[src/rtl/m_loadstore.sv]
// m_loadstore: MEM-stage load/store unit bridging the pipeline to a
// request/acknowledge word bus. Big-endian lane placement, zero-extended
// loads, lane-replicated stores, alignment check and ACCESS timeout.
module m_loadstore #(
    parameter int unsigned TIMEOUT = 255
) (
    input  logic        i_clk,
    input  logic        i_rst,
    input  logic        i_ls_valid,
    input  logic        i_ls_memread,
    input  logic        i_ls_memwrite,
    input  logic [1:0]  i_ls_loadsig,
    input  logic [1:0]  i_ls_storesz,
    input  logic [31:0] i_ls_addr,
    input  logic [31:0] i_ls_wdata,
    output logic        o_ls_stall,
    output logic [31:0] o_ls_rdata,
    output logic        o_ls_rvalid,
    output logic        o_ls_misalign,
    output logic        o_ls_err,
    output logic        o_mem_req,
    output logic        o_mem_we,
    output logic [31:0] o_mem_addr,
    output logic [3:0]  o_mem_be,
    output logic [31:0] o_mem_wdata,
    input  logic        i_mem_ack,
    input  logic [31:0] i_mem_rdata
);

    typedef enum logic [1:0] {
        S_IDLE   = 2'd0,
        S_ACCESS = 2'd1,
        S_RESP   = 2'd2
    } state_t;

    // Last counter value before the access is abandoned: req stays high
    // for exactly TIMEOUT ACCESS cycles.
    localparam logic [7:0] CNT_LAST = 8'(TIMEOUT - 1);

    state_t      state_q, state_d;
    logic [7:0]  cnt_q;
    logic        req_q, we_q;
    logic [31:0] addr_q, wdata_q, rdata_q;
    logic [3:0]  be_q;
    logic [1:0]  off_q, lsize_q;
    logic        rvalid_q, misalign_q, err_q;

    logic        is_req, is_wr, misal;
    logic [3:0]  be_new;
    logic [31:0] wdata_new, rd_extract;
    logic        accept, misal_evt, ack_evt, to_evt, stall;

    // Request decode: alignment, byte enables and replicated store data.
    always_comb begin
        is_req    = i_ls_valid & (i_ls_memread | i_ls_memwrite);
        is_wr     = i_ls_memwrite;
        misal     = 1'b0;
        be_new    = 4'b1111;
        wdata_new = '0;
        if (is_wr) begin
            case (i_ls_storesz)
                2'b00: begin
                    case (i_ls_addr[1:0])
                        2'b00:   be_new = 4'b1000;
                        2'b01:   be_new = 4'b0100;
                        2'b10:   be_new = 4'b0010;
                        default: be_new = 4'b0001;
                    endcase
                    wdata_new = {4{i_ls_wdata[7:0]}};
                end
                2'b01: begin
                    misal     = i_ls_addr[0];
                    be_new    = i_ls_addr[1] ? 4'b0011 : 4'b1100;
                    wdata_new = {2{i_ls_wdata[15:0]}};
                end
                default: begin
                    misal     = |i_ls_addr[1:0];
                    wdata_new = i_ls_wdata;
                end
            endcase
        end else begin
            case (i_ls_loadsig)
                2'b10:   misal = 1'b0;
                2'b01:   misal = i_ls_addr[0];
                default: misal = |i_ls_addr[1:0];
            endcase
        end
    end

    // Load data extraction from the returned bus word.
    always_comb begin
        rd_extract = i_mem_rdata;
        case (lsize_q)
            2'b10: begin
                case (off_q)
                    2'b00:   rd_extract = {24'b0, i_mem_rdata[31:24]};
                    2'b01:   rd_extract = {24'b0, i_mem_rdata[23:16]};
                    2'b10:   rd_extract = {24'b0, i_mem_rdata[15:8]};
                    default: rd_extract = {24'b0, i_mem_rdata[7:0]};
                endcase
            end
            2'b01: rd_extract = off_q[1] ? {16'b0, i_mem_rdata[15:0]}
                                         : {16'b0, i_mem_rdata[31:16]};
            default: rd_extract = i_mem_rdata;
        endcase
    end

    // FSM next state and event decode.
    always_comb begin
        state_d   = state_q;
        accept    = 1'b0;
        misal_evt = 1'b0;
        ack_evt   = 1'b0;
        to_evt    = 1'b0;
        stall     = 1'b0;
        case (state_q)
            S_IDLE: begin
                if (is_req) begin
                    if (misal) begin
                        misal_evt = 1'b1;
                    end else begin
                        accept  = 1'b1;
                        stall   = 1'b1;
                        state_d = S_ACCESS;
                    end
                end
            end
            S_ACCESS: begin
                stall = 1'b1;
                if (i_mem_ack) begin
                    ack_evt = 1'b1;
                    state_d = S_RESP;
                end else if (cnt_q == CNT_LAST) begin
                    to_evt  = 1'b1;
                    state_d = S_RESP;
                end
            end
            default: state_d = S_IDLE;
        endcase
    end

    // State register.
    always_ff @(posedge i_clk or posedge i_rst) begin
        if (i_rst) state_q <= S_IDLE;
        else       state_q <= state_d;
    end

    // Bus request registers, timeout counter and response pulses.
    always_ff @(posedge i_clk or posedge i_rst) begin
        if (i_rst) begin
            cnt_q      <= '0;
            req_q      <= 1'b0;
            we_q       <= 1'b0;
            addr_q     <= '0;
            be_q       <= '0;
            wdata_q    <= '0;
            off_q      <= '0;
            lsize_q    <= '0;
            rdata_q    <= '0;
            rvalid_q   <= 1'b0;
            misalign_q <= 1'b0;
            err_q      <= 1'b0;
        end else begin
            misalign_q <= misal_evt;
            err_q      <= to_evt;
            rvalid_q   <= ack_evt & ~we_q;
            if (accept) begin
                req_q   <= 1'b1;
                we_q    <= is_wr;
                addr_q  <= {i_ls_addr[31:2], 2'b00};
                be_q    <= be_new;
                wdata_q <= wdata_new;
                off_q   <= i_ls_addr[1:0];
                lsize_q <= i_ls_loadsig;
                cnt_q   <= '0;
            end
            if (state_q == S_ACCESS && !ack_evt && !to_evt) cnt_q <= cnt_q + 8'd1;
            if (ack_evt || to_evt) req_q <= 1'b0;
            if (ack_evt && !we_q) rdata_q <= rd_extract;
            if (to_evt) rdata_q <= '0;
        end
    end

    // Stall is combinational so the pipeline freezes in the request cycle;
    // gated by reset so it drops asynchronously.
    assign o_ls_stall    = stall & ~i_rst;
    assign o_ls_rdata    = rdata_q;
    assign o_ls_rvalid   = rvalid_q;
    assign o_ls_misalign = misalign_q;
    assign o_ls_err      = err_q;
    assign o_mem_req     = req_q;
    assign o_mem_we      = we_q;
    assign o_mem_addr    = addr_q;
    assign o_mem_be      = be_q;
    assign o_mem_wdata   = wdata_q;

endmodule

[config.mk]
export PLATFORM = sky130hd
export DESIGN_NAME = m_loadstore
export DESIGN_NICKNAME = d
export VERILOG_FILES = /design/src/rtl/m_loadstore.sv
export SDC_FILE = /design/constraint.sdc
export NUM_CORES = 1
export LEC_CHECK = 0
export CAP_MARGIN = 20
export CORE_MARGIN = 2
export CORE_UTILIZATION = 45
export CTS_BUF_LIST = sky130_fd_sc_hd__clkbuf_16
export CTS_CLUSTER_DIAMETER = 50
export DETAILED_ROUTE_END_ITERATION = 12
export GPL_ROUTABILITY_DRIVEN = 0
export PLACE_DENSITY = 0.83
export SYNTH_ARGS = -nofsm -noshare
export SYNTH_HDL_FRONTEND = slang
export SYNTH_SLANG_ARGS = --single-unit
[constraint.sdc]
create_clock -name i_clk -period 5.2 [get_ports i_clk]
set_input_delay 1.3 -clock i_clk [delete_from_list [all_inputs] [get_ports i_clk]]
set_output_delay 1.3 -clock i_clk [all_outputs]
set_load 0.1 [all_outputs]
After elaboration in Yosys (flattened, before gate mapping)
Cells that the tools add are included.
{ "totals": {"ff_bits": 117, "input_bits": 106} }
{ "op_classes": {"bitwise_logic": 6, "mux": 35, "reduce_logical": 16, "n_eq_ne": 14, "add_sub_neg": 1} }
{ "op_table": {"columns": ["operator", "count"], "rows": [
  ["case mux 32 bit (2 select lines)", 2],
  ["two-way mux 32 bit", 3],
  ["case mux 8 bit (3 select lines)", 1],
  ["two-way mux 16 bit", 1],
  ["two-way mux 8 bit", 2],
  ["two-way mux 1 bit", 14],
  ["equality test 2 x 1 -> 1 bit (second input constant)", 6],
  ["case mux 4 bit (3 select lines)", 1],
  ["adder 8 x 1 -> 8 bit (second input constant)", 1],
  ["equality test 2 bit (second input constant)", 4],
  ["equality test 8 bit (second input constant)", 1],
  ["logical NOT 2 bit", 4],
  ["two-way mux 2 bit", 4],
  ["two-way mux 4 bit", 2],
  ["case mux 4 bit (2 select lines)", 1],
  ["case mux 1 bit (2 select lines)", 3],
  ["nonzero test 2 bit", 3],
  ["!= test 2 bit (second input constant)", 2],
  ["case mux 2 bit (2 select lines)", 1],
  ["bitwise AND 1 bit", 3],
  ["logical AND 1 bit", 3],
  ["logical NOT 1 bit", 3],
  ["!= test 3 bit (second input constant)", 1],
  ["AND reduction 3 bit", 1],
  ["other kinds (4)", 5]
]} }

Longest topological paths before layout
Gate-level depths: netlist of run 1.
{ "logic_depth": {"word_depth": 8, "ltp_mapped": 8, "depth_no_buf": 8} }

Worst setup path before layout of run 1
No wires, ideal clock.
{ "synth_path": {"kind": "input port to output port", "startpoint": "input port i_ls_loadsig[1]", "endpoint": "output port o_ls_stall", "path_buffers": 1, "slack_ns": 0.903, "t_required_ns": 3.900, "stages": 7, "arrival_ns": 2.997, "cell_sequence": "inv_1 > ha_1 > o22ai_1 > a22oi_4 > nor2_8 > buf_6 > o21a_1"} }
{ "synth_between": {"elab_chain_cells": 7, "elab_cells_between_ends": 8, "classes_between": "eq/ne: 2; mux: 5; bitwise: 1"} }
{ "synth_lines": {"columns": ["item", "line_no", "rtl"], "rows": [
  ["start: declaration", "12", "input logic [1:0] i_ls_loadsig,"],
  ["equality test 2 x 1 -> 1 bit or equality test 2 bit (tied branches)", "82", "case (i_ls_loadsig)"],
  ["case mux 1 bit (2 select lines) (*)", "82", null],
  ["two-way mux 1 bit (*)", "60", "if (is_wr) begin"],
  ["two-way mux 1 bit (*)", "119", "if (misal) begin"],
  ["two-way mux 1 bit (*)", "118", "if (is_req) begin"],
  ["case mux 1 bit (2 select lines) (*)", "116", "case (state_q)"],
  ["bitwise AND 1 bit (*)", "186", "assign o_ls_stall = stall & ~i_rst;"],
  ["end: declaration", "16", "output logic o_ls_stall,"]
]} }
Mark *: on every way between the ends. The rest lies on a longest branch, timed or not.

Worst setup path in the final report of run 1
Ends and elaborated chain as after synthesis.

==> reports/results.txt, run 1 <==
status -> finished clean
DRT iter0 DRCs -> 481
Vias per Instance -> 5.611
chip width -> 118.6 um
largest net degree at the start of global routing -> 58
fmax -> 0.2406 GHz
hold_buf cts -> 0
drt pass-1 iters -> 5
setup TNS -> 0 ns
Slew HR -> 30.11%
Die Height -> 118.6 um
Die ar. -> 14,060 sq um
most common cell after layout, fill and taps aside -> clkdlybuf4s50_1
Post-Synthesis Cells -> 536
total track usage -> 25.14%
Clock power frac -> 18.0%
async set-reset flop share out of synthesis -> 100.0%
vias -> 5,128
Leak -> 3.609 nW
HP Start -> o_ls_rdata[8]$_DFFE_PP0P_
Critical R2R Launch -> state_q[1]$_DFFE_PP0P_
HP Class -> flop to flop
CP required -> 3.90 ns
fin. max-slew vios -> 0
worst-path fanout max -> 2
Final Hold Fails -> 0
antenna viol nets, final -> 0
clock edge transition at the registers on the reported setup and hold paths -> 0.05 ns
PwrDens -> 716.2 nW/um^2
hold depth -> 1
switching share of power -> 53.96%
Seq pwr share -> 23.5%
share of layout cells above drive strength 1 -> 14.69%
Post-CTS Setup Bufs -> 0
commonest cells after routing, fill and taps aside -> clkdlybuf4s50_1, dfrtp_1, o21ai_0
Synth Cell Area -> 5909 sq um
Worst setup EP type -> primary output
Post-CTS Resized -> 0
final WL -> 17,400 um
Filler cells -> 984
total CTS buffers -> 17
DRC violations left -> 0
Multi-input gate area -> 2720 sq um
GR Overflow Total -> 0
number of port buffers -> 209
Int Power -> 2.845 mW
final worst slack -> 1.044 ns
reg-to-reg setup timing slack -> 2.65 ns
max-cap violation count -> 0
fin crit share -> 79.93%
Startpoint Class -> input pin
layout net count -> 840
RSZ-0062 raised after global routing -> no
clk_lat worst skew -> 0.41 ns
Setup CP Type -> input pin to primary output
Synth Area per Inst -> 11.03 sq um
Synth Flop Type -> dfrtp_1
Seq. cell area -> 2928 sq um
Least-Margin Pin Slew -> 1.045 ns
Longest Clk Path Bufs -> 2
combinational cell fraction of total power -> 58.5%
Post-synth EDFFs -> 0
row cnt -> 41
H-tree level count -> 4
Max VDD drop -> 0.5830 mV
vias in the first global route -> 5,236
Switch Pwr -> 3.334 mW
Starting Density -> 46.45%
Routed wire per std cell -> 19.03 um
CTS tree -> yes
Reg2Reg Depth -> 5
n_diodes -> 0
# setup viols final -> 0
DP Wirelength -> 12,280 um
WHS Endpoint -> o_ls_rdata[8]$_DFFE_PP0P_
dpl ws -> 1.010 ns
CORE AREA -> 12,720 sq um
#FFs+latches synth -> 117
initial antenna violation count -> 0
post-synthesis sequential area ratio -> 49.54%
data arrival time of the worst path -> 2.86 ns
synth-to-layout area growth -> 45.99%
Synth cell types -> 44
global-route wire length before repair -> 27,700 um
Top Ports -> 212
clock root buffer -> clkbuf_16
CTS sink count -> 117
Final min period -> 4.156 ns
skew final -> 0.006225 ns
r2r endpoint -> o_ls_rdata[14]$_DFFE_PP0P_
Syn. warnings -> 0
## critical path, cell delays in order
cell	delay, ns
clkdlybuf4s50_1	0.45
inv_1	0.06
ha_1	0.28
o22ai_1	0.22
a22oi_4	0.11
nor2_8	0.09
o21a_1	0.16
buf_12	0.18
## cell usage after synthesis (2+ instances only)
| library cell | instances | area (sq um) |
|---|---|---|
| buf_4 | 2 | 15.01 |
| mux2_4 | 41 | 615.6 |
| a21boi_0 | 8 | 60.06 |
| mux2i_1 | 26 | 260.3 |
| mux2_2 | 21 | 236.5 |
| nor2_2 | 2 | 12.51 |
| a221oi_1 | 8 | 70.07 |
| nand4_1 | 4 | 25.02 |
| clkbuf_1 | 21 | 78.83 |
| nor2b_1 | 2 | 12.51 |
| inv_1 | 7 | 26.28 |
| buf_6 | 7 | 78.83 |
| ha_1 | 5 | 62.56 |
| nor2_1 | 5 | 18.77 |
| buf_2 | 12 | 60.06 |
| a21oi_1 | 18 | 90.09 |
| dfrtp_1 | 117 | 2928 |
| o22ai_1 | 12 | 75.07 |
| o21ai_0 | 74 | 370.4 |
| buf_1 | 2 | 7.510 |
| o2bb2ai_1 | 8 | 70.07 |
| nand3_1 | 18 | 90.09 |
| nand2_1 | 70 | 262.8 |
| o21ai_1 | 2 | 10.01 |
| o31ai_1 | 25 | 187.7 |
## power by group through the flow
stage               logic (mW)  clock network (mW)  registers [mW]
global route              3.72                1.17            1.49
CTS                       3.62                1.13            1.45
floorplan                0.730                   0            3.45
detailed placement        3.61                   0            1.45
finish                    3.61                1.11            1.45
global placement          3.57                   0            1.44
## worst max-delay path by stage
stage	start	endpoint	slack [ns]	cells past startpoint
2_1_floorplan	i_rst	cnt_q[0]$_DFFE_PP0P_	0.80	1
3_3_place_gp	i_ls_loadsig[1]	o_ls_stall	1.07	8
3_5_place_dp	i_ls_loadsig[1]	o_ls_stall	1.01	8
4_1_cts	i_ls_loadsig[1]	o_ls_stall	1.03	8
5_1_grt	i_ls_loadsig[1]	o_ls_stall	0.93	8
6_report	i_ls_loadsig[1]	o_ls_stall	1.04	8
## routing by layer
| metal | vias to the layer above | global-route usage (%) | share of wire, % |
|---|---|---|---|
| li1 | 2327 | - | - |
| met3 | 41 | 9.508 | 9.8 |
| met2 | 288 | 41.20 | 48 |
| met1 | 2472 | 29.36 | 39 |
| met5 | - | 0 | 0 |
| met4 | 0 | 11.01 | 2.9 |
## logic make-up (layout without fill, tap and decap cells)
kind of cell / Yosys count / count (layout) / synth area share (%)
AND/OR/NAND/NOR: 109 / 109 / 8.639
buffers and inverters: 53 / 258 / 4.637
AO/OA/AOI/OAI: 163 / 163 / 17.24
adder cells (fa/ha/maj): 5 / 5 / 1.059
other: 1 / 2 / 0.06346
flip-flops: 117 / 117 / 49.54
multiplexers: 88 / 88 / 18.82
## stage by stage
step | total power [mW] | hold slack (ns) | instances | instance area (sq um) | utilization (%)
after floorplan | 4.179 | 0.4731 | 537 | 5913 | -
after global placement | 5.006 | 0.4711 | 882 | 8061 | 63.37
after detailed placement | 5.064 | 0.4728 | 882 | 8061 | 63.37
after CTS | 6.198 | 0.4897 | 914 | 8627 | 67.81
after global routing | 6.381 | 0.5127 | 914 | 8627 | 67.81
final | 6.179 | 0.4856 | 914 | 8627 | 67.81
## registers in the layout, summed over array words and instances, names as in the netlist, 2 cells and up
signal / cells
o_mem_be: 4
o_mem_addr: 30
state_q: 2
cnt_q: 8
o_mem_wdata: 32
o_ls_rdata: 32
lsize_q: 2
off_q: 2
## final cells by class
type,instances,share of cell area (%)
flip-flops and latches,117,33.94
multi-input cells,367,31.53
repair buffers,217,25.06
clock buffers,17,4.931
well taps,172,2.495
clock inverters,15,1.624
inverters,9,0.4206
Power figures use the tool's default switching activity.
==> run 2: changes to the inputs <==
Settings changed: CORE_UTILIZATION 45 to 41, PLACE_DENSITY 0.83 to 0.8.
Clock period 5.2 ns to 3.4 ns, I/O delays scaled along.
==> run 2 against run 1 <==
First-iteration DRC count fell by 11%. Via count down 2.0%. Sequential share of layout area is 0.41 points higher. Count of clock-buffer cells in the layout stayed put. Cell area decreased by 1.2%. Global-route usage is 3.5 points lower. Critical path type unchanged. Largest power group unchanged.
==> reports/results.txt, run 2 (synthesis results as in run 1) <==
DP Wirelength -> 11,970 um (was 12,280 um)
final WL -> 16,660 um (was 17,400 um)
clk_lat worst skew -> 0.41 ns (about the same)
Post-CTS Setup Bufs -> 0 (unchanged)
clock root buffer -> clkbuf_16 (unchanged)
r2r endpoint -> o_ls_rdata[10]$_DFFE_PP0P_ (was o_ls_rdata[14]$_DFFE_PP0P_)
synth-to-layout area growth -> 44.23% (was 45.99%)
fin. max-slew vios -> 0 (unchanged)
Die ar. -> 15,390 sq um (was 14,060 sq um)
share of layout cells above drive strength 1 -> 29.17% (was 14.69%)
Starting Density -> 42.25% (was 46.45%)
final worst slack -> 0.1133 ns (was 1.044 ns)
Slew HR -> 40.89% (was 30.11%)
Critical R2R Launch -> lsize_q[0]$_DFFE_PP0P_ (was state_q[1]$_DFFE_PP0P_)
Top Ports -> 212 (unchanged)
antenna viol nets, final -> 0 (unchanged)
vias -> 5,023 (was 5,128)
setup TNS -> 0 ns (unchanged)
DRT iter0 DRCs -> 428 (was 481)
H-tree level count -> 4 (unchanged)
CP required -> 2.55 ns (was 3.90 ns)
HP Class -> flop to flop (unchanged)
global-route wire length before repair -> 25,420 um (was 27,700 um)
data arrival time of the worst path -> 2.44 ns (was 2.86 ns)
Final min period -> 3.287 ns
number of port buffers -> 209 (unchanged)
Least-Margin Pin Slew -> 0.8867 ns (was 1.045 ns)
Reg2Reg Depth -> 5 (unchanged)
Filler cells -> 1,144 (was 984)
status -> finished clean (unchanged)
Seq. cell area -> 2928 sq um (unchanged)
most common cell after layout, fill and taps aside -> dfrtp_1 (was clkdlybuf4s50_1)
largest net degree at the start of global routing -> 55 (was 58)
layout net count -> 842 (was 840)
RSZ-0062 raised after global routing -> no (unchanged)
CORE AREA -> 13,990 sq um (was 12,720 sq um)
Post-CTS Resized -> 0 (unchanged)
Multi-input gate area -> 2720 sq um (unchanged)
commonest cells after routing, fill and taps aside -> dfrtp_1, buf_4, clkdlybuf4s50_1 (was clkdlybuf4s50_1, dfrtp_1, o21ai_0)
Vias per Instance -> 5.436 (was 5.611)
# setup viols final -> 0 (unchanged)
total track usage -> 21.59% (was 25.14%)
Startpoint Class -> input pin (unchanged)
hold_buf cts -> 0 (unchanged)
clock edge transition at the registers on the reported setup and hold paths -> 0.05 ns (about the same)
Leak -> 3.813 nW (was 3.609 nW)
worst-path fanout max -> 2 (unchanged)
DRC violations left -> 0 (unchanged)
crit path launch -> i_ls_loadsig[1] (unchanged)
fmax -> 0.3043 GHz
Die Height -> 124.1 um (was 118.6 um)
chip width -> 124.1 um (was 118.6 um)
GR Overflow Total -> 0 (unchanged)
drt pass-1 iters -> 5 (unchanged)
Max VDD drop -> 0.7152 mV (was 0.5830 mV)
n_diodes -> 0 (unchanged)
Setup CP Type -> input pin to primary output (unchanged)
initial antenna violation count -> 0 (unchanged)
vias in the first global route -> 4,831 (was 5,236)
Longest Clk Path Bufs -> 2 (unchanged)
Final Hold Fails -> 0 (unchanged)
CTS tree -> yes (unchanged)
dpl ws -> 0.1055 ns (was 1.010 ns)
row cnt -> 43 (was 41)
total CTS buffers -> 17 (unchanged)
max-cap violation count -> 0 (unchanged)
skew final -> 0.005933 ns (was 0.006225 ns)
Worst setup EP type -> primary output (unchanged)
PwrDens -> 1120 nW/um^2 (was 716.2 nW/um^2)
reg-to-reg setup timing slack -> 1.20 ns (was 2.65 ns)
Critical Path Sink -> o_ls_stall (unchanged)
fin crit share -> 96.67%
Routed wire per std cell -> 18.03 um (was 19.03 um)
CTS sink count -> 117 (unchanged)
## run 2: final cells by class
type / count / area share (%)
Multi-Input combinational cell: 367 / 31.91
Timing Repair Buffer: 219 / 22.96
Sequential cell: 117 / 34.35
Clock buffer: 17 / 4.991
Clock inverter: 15 / 2.701
Tap cell: 180 / 2.642
Inverter: 9 / 0.4404
## run 2: worst max-delay path: stages
cell	delay [ns]
clkdlybuf4s50_1	0.45
inv_1	0.05
ha_1	0.28
o22ai_1	0.23
a22oi_4	0.12
nor2_8	0.11
o21a_1	0.17
buf_12	0.18
## run 2: through the flow
stage	util [%]	hold WS [ns]	total power, mW	cell area (sq um)	std cells
after floorplan	-	0.4731	6.392	5917	537
after global routing	60.93	0.5126	9.878	8523	924
final	60.93	0.5011	9.545	8523	924
after detailed placement	56.24	0.4839	7.588	7868	892
after CTS	60.93	0.5005	9.589	8523	924
after global placement	56.24	0.4729	7.518	7868	892
## run 2: power by group
group	leakage [nW]	total, mW	switching, mW	internal, mW
sequential	1.47	2.23	0.376	1.86
combinational	2.03	5.34	4.06	1.28
clock	0.310	1.97	0.668	1.30
total	3.81	9.54	5.10	4.44
## run 2: worst min path at each step
stage	start	endpoint	slack, ns	depth (start not counted)
2_1_floorplan	cnt_q[4]$_DFFE_PP0P_	cnt_q[4]$_DFFE_PP0P_	0.47	1
4_1_cts	o_ls_rdata[15]$_DFFE_PP0P_	o_ls_rdata[15]$_DFFE_PP0P_	0.50	1
6_report	o_ls_rdata[15]$_DFFE_PP0P_	o_ls_rdata[15]$_DFFE_PP0P_	0.50	1
3_5_place_dp	o_ls_rdata[15]$_DFFE_PP0P_	o_ls_rdata[15]$_DFFE_PP0P_	0.48	1
3_3_place_gp	o_ls_rdata[8]$_DFFE_PP0P_	o_ls_rdata[8]$_DFFE_PP0P_	0.47	1
5_1_grt	o_ls_rdata[8]$_DFFE_PP0P_	o_ls_rdata[8]$_DFFE_PP0P_	0.51	1
## run 2: layer usage
metal | global-route usage [%] | share of wire [%] | vias to the layer above
li1 | - | - | 2330
met1 | 27.06 | 40 | 2410
met2 | 35.28 | 48 | 260
met3 | 6.914 | 10 | 23
met4 | 7.233 | 1.8 | 0
met5 | 0 | 0 | -
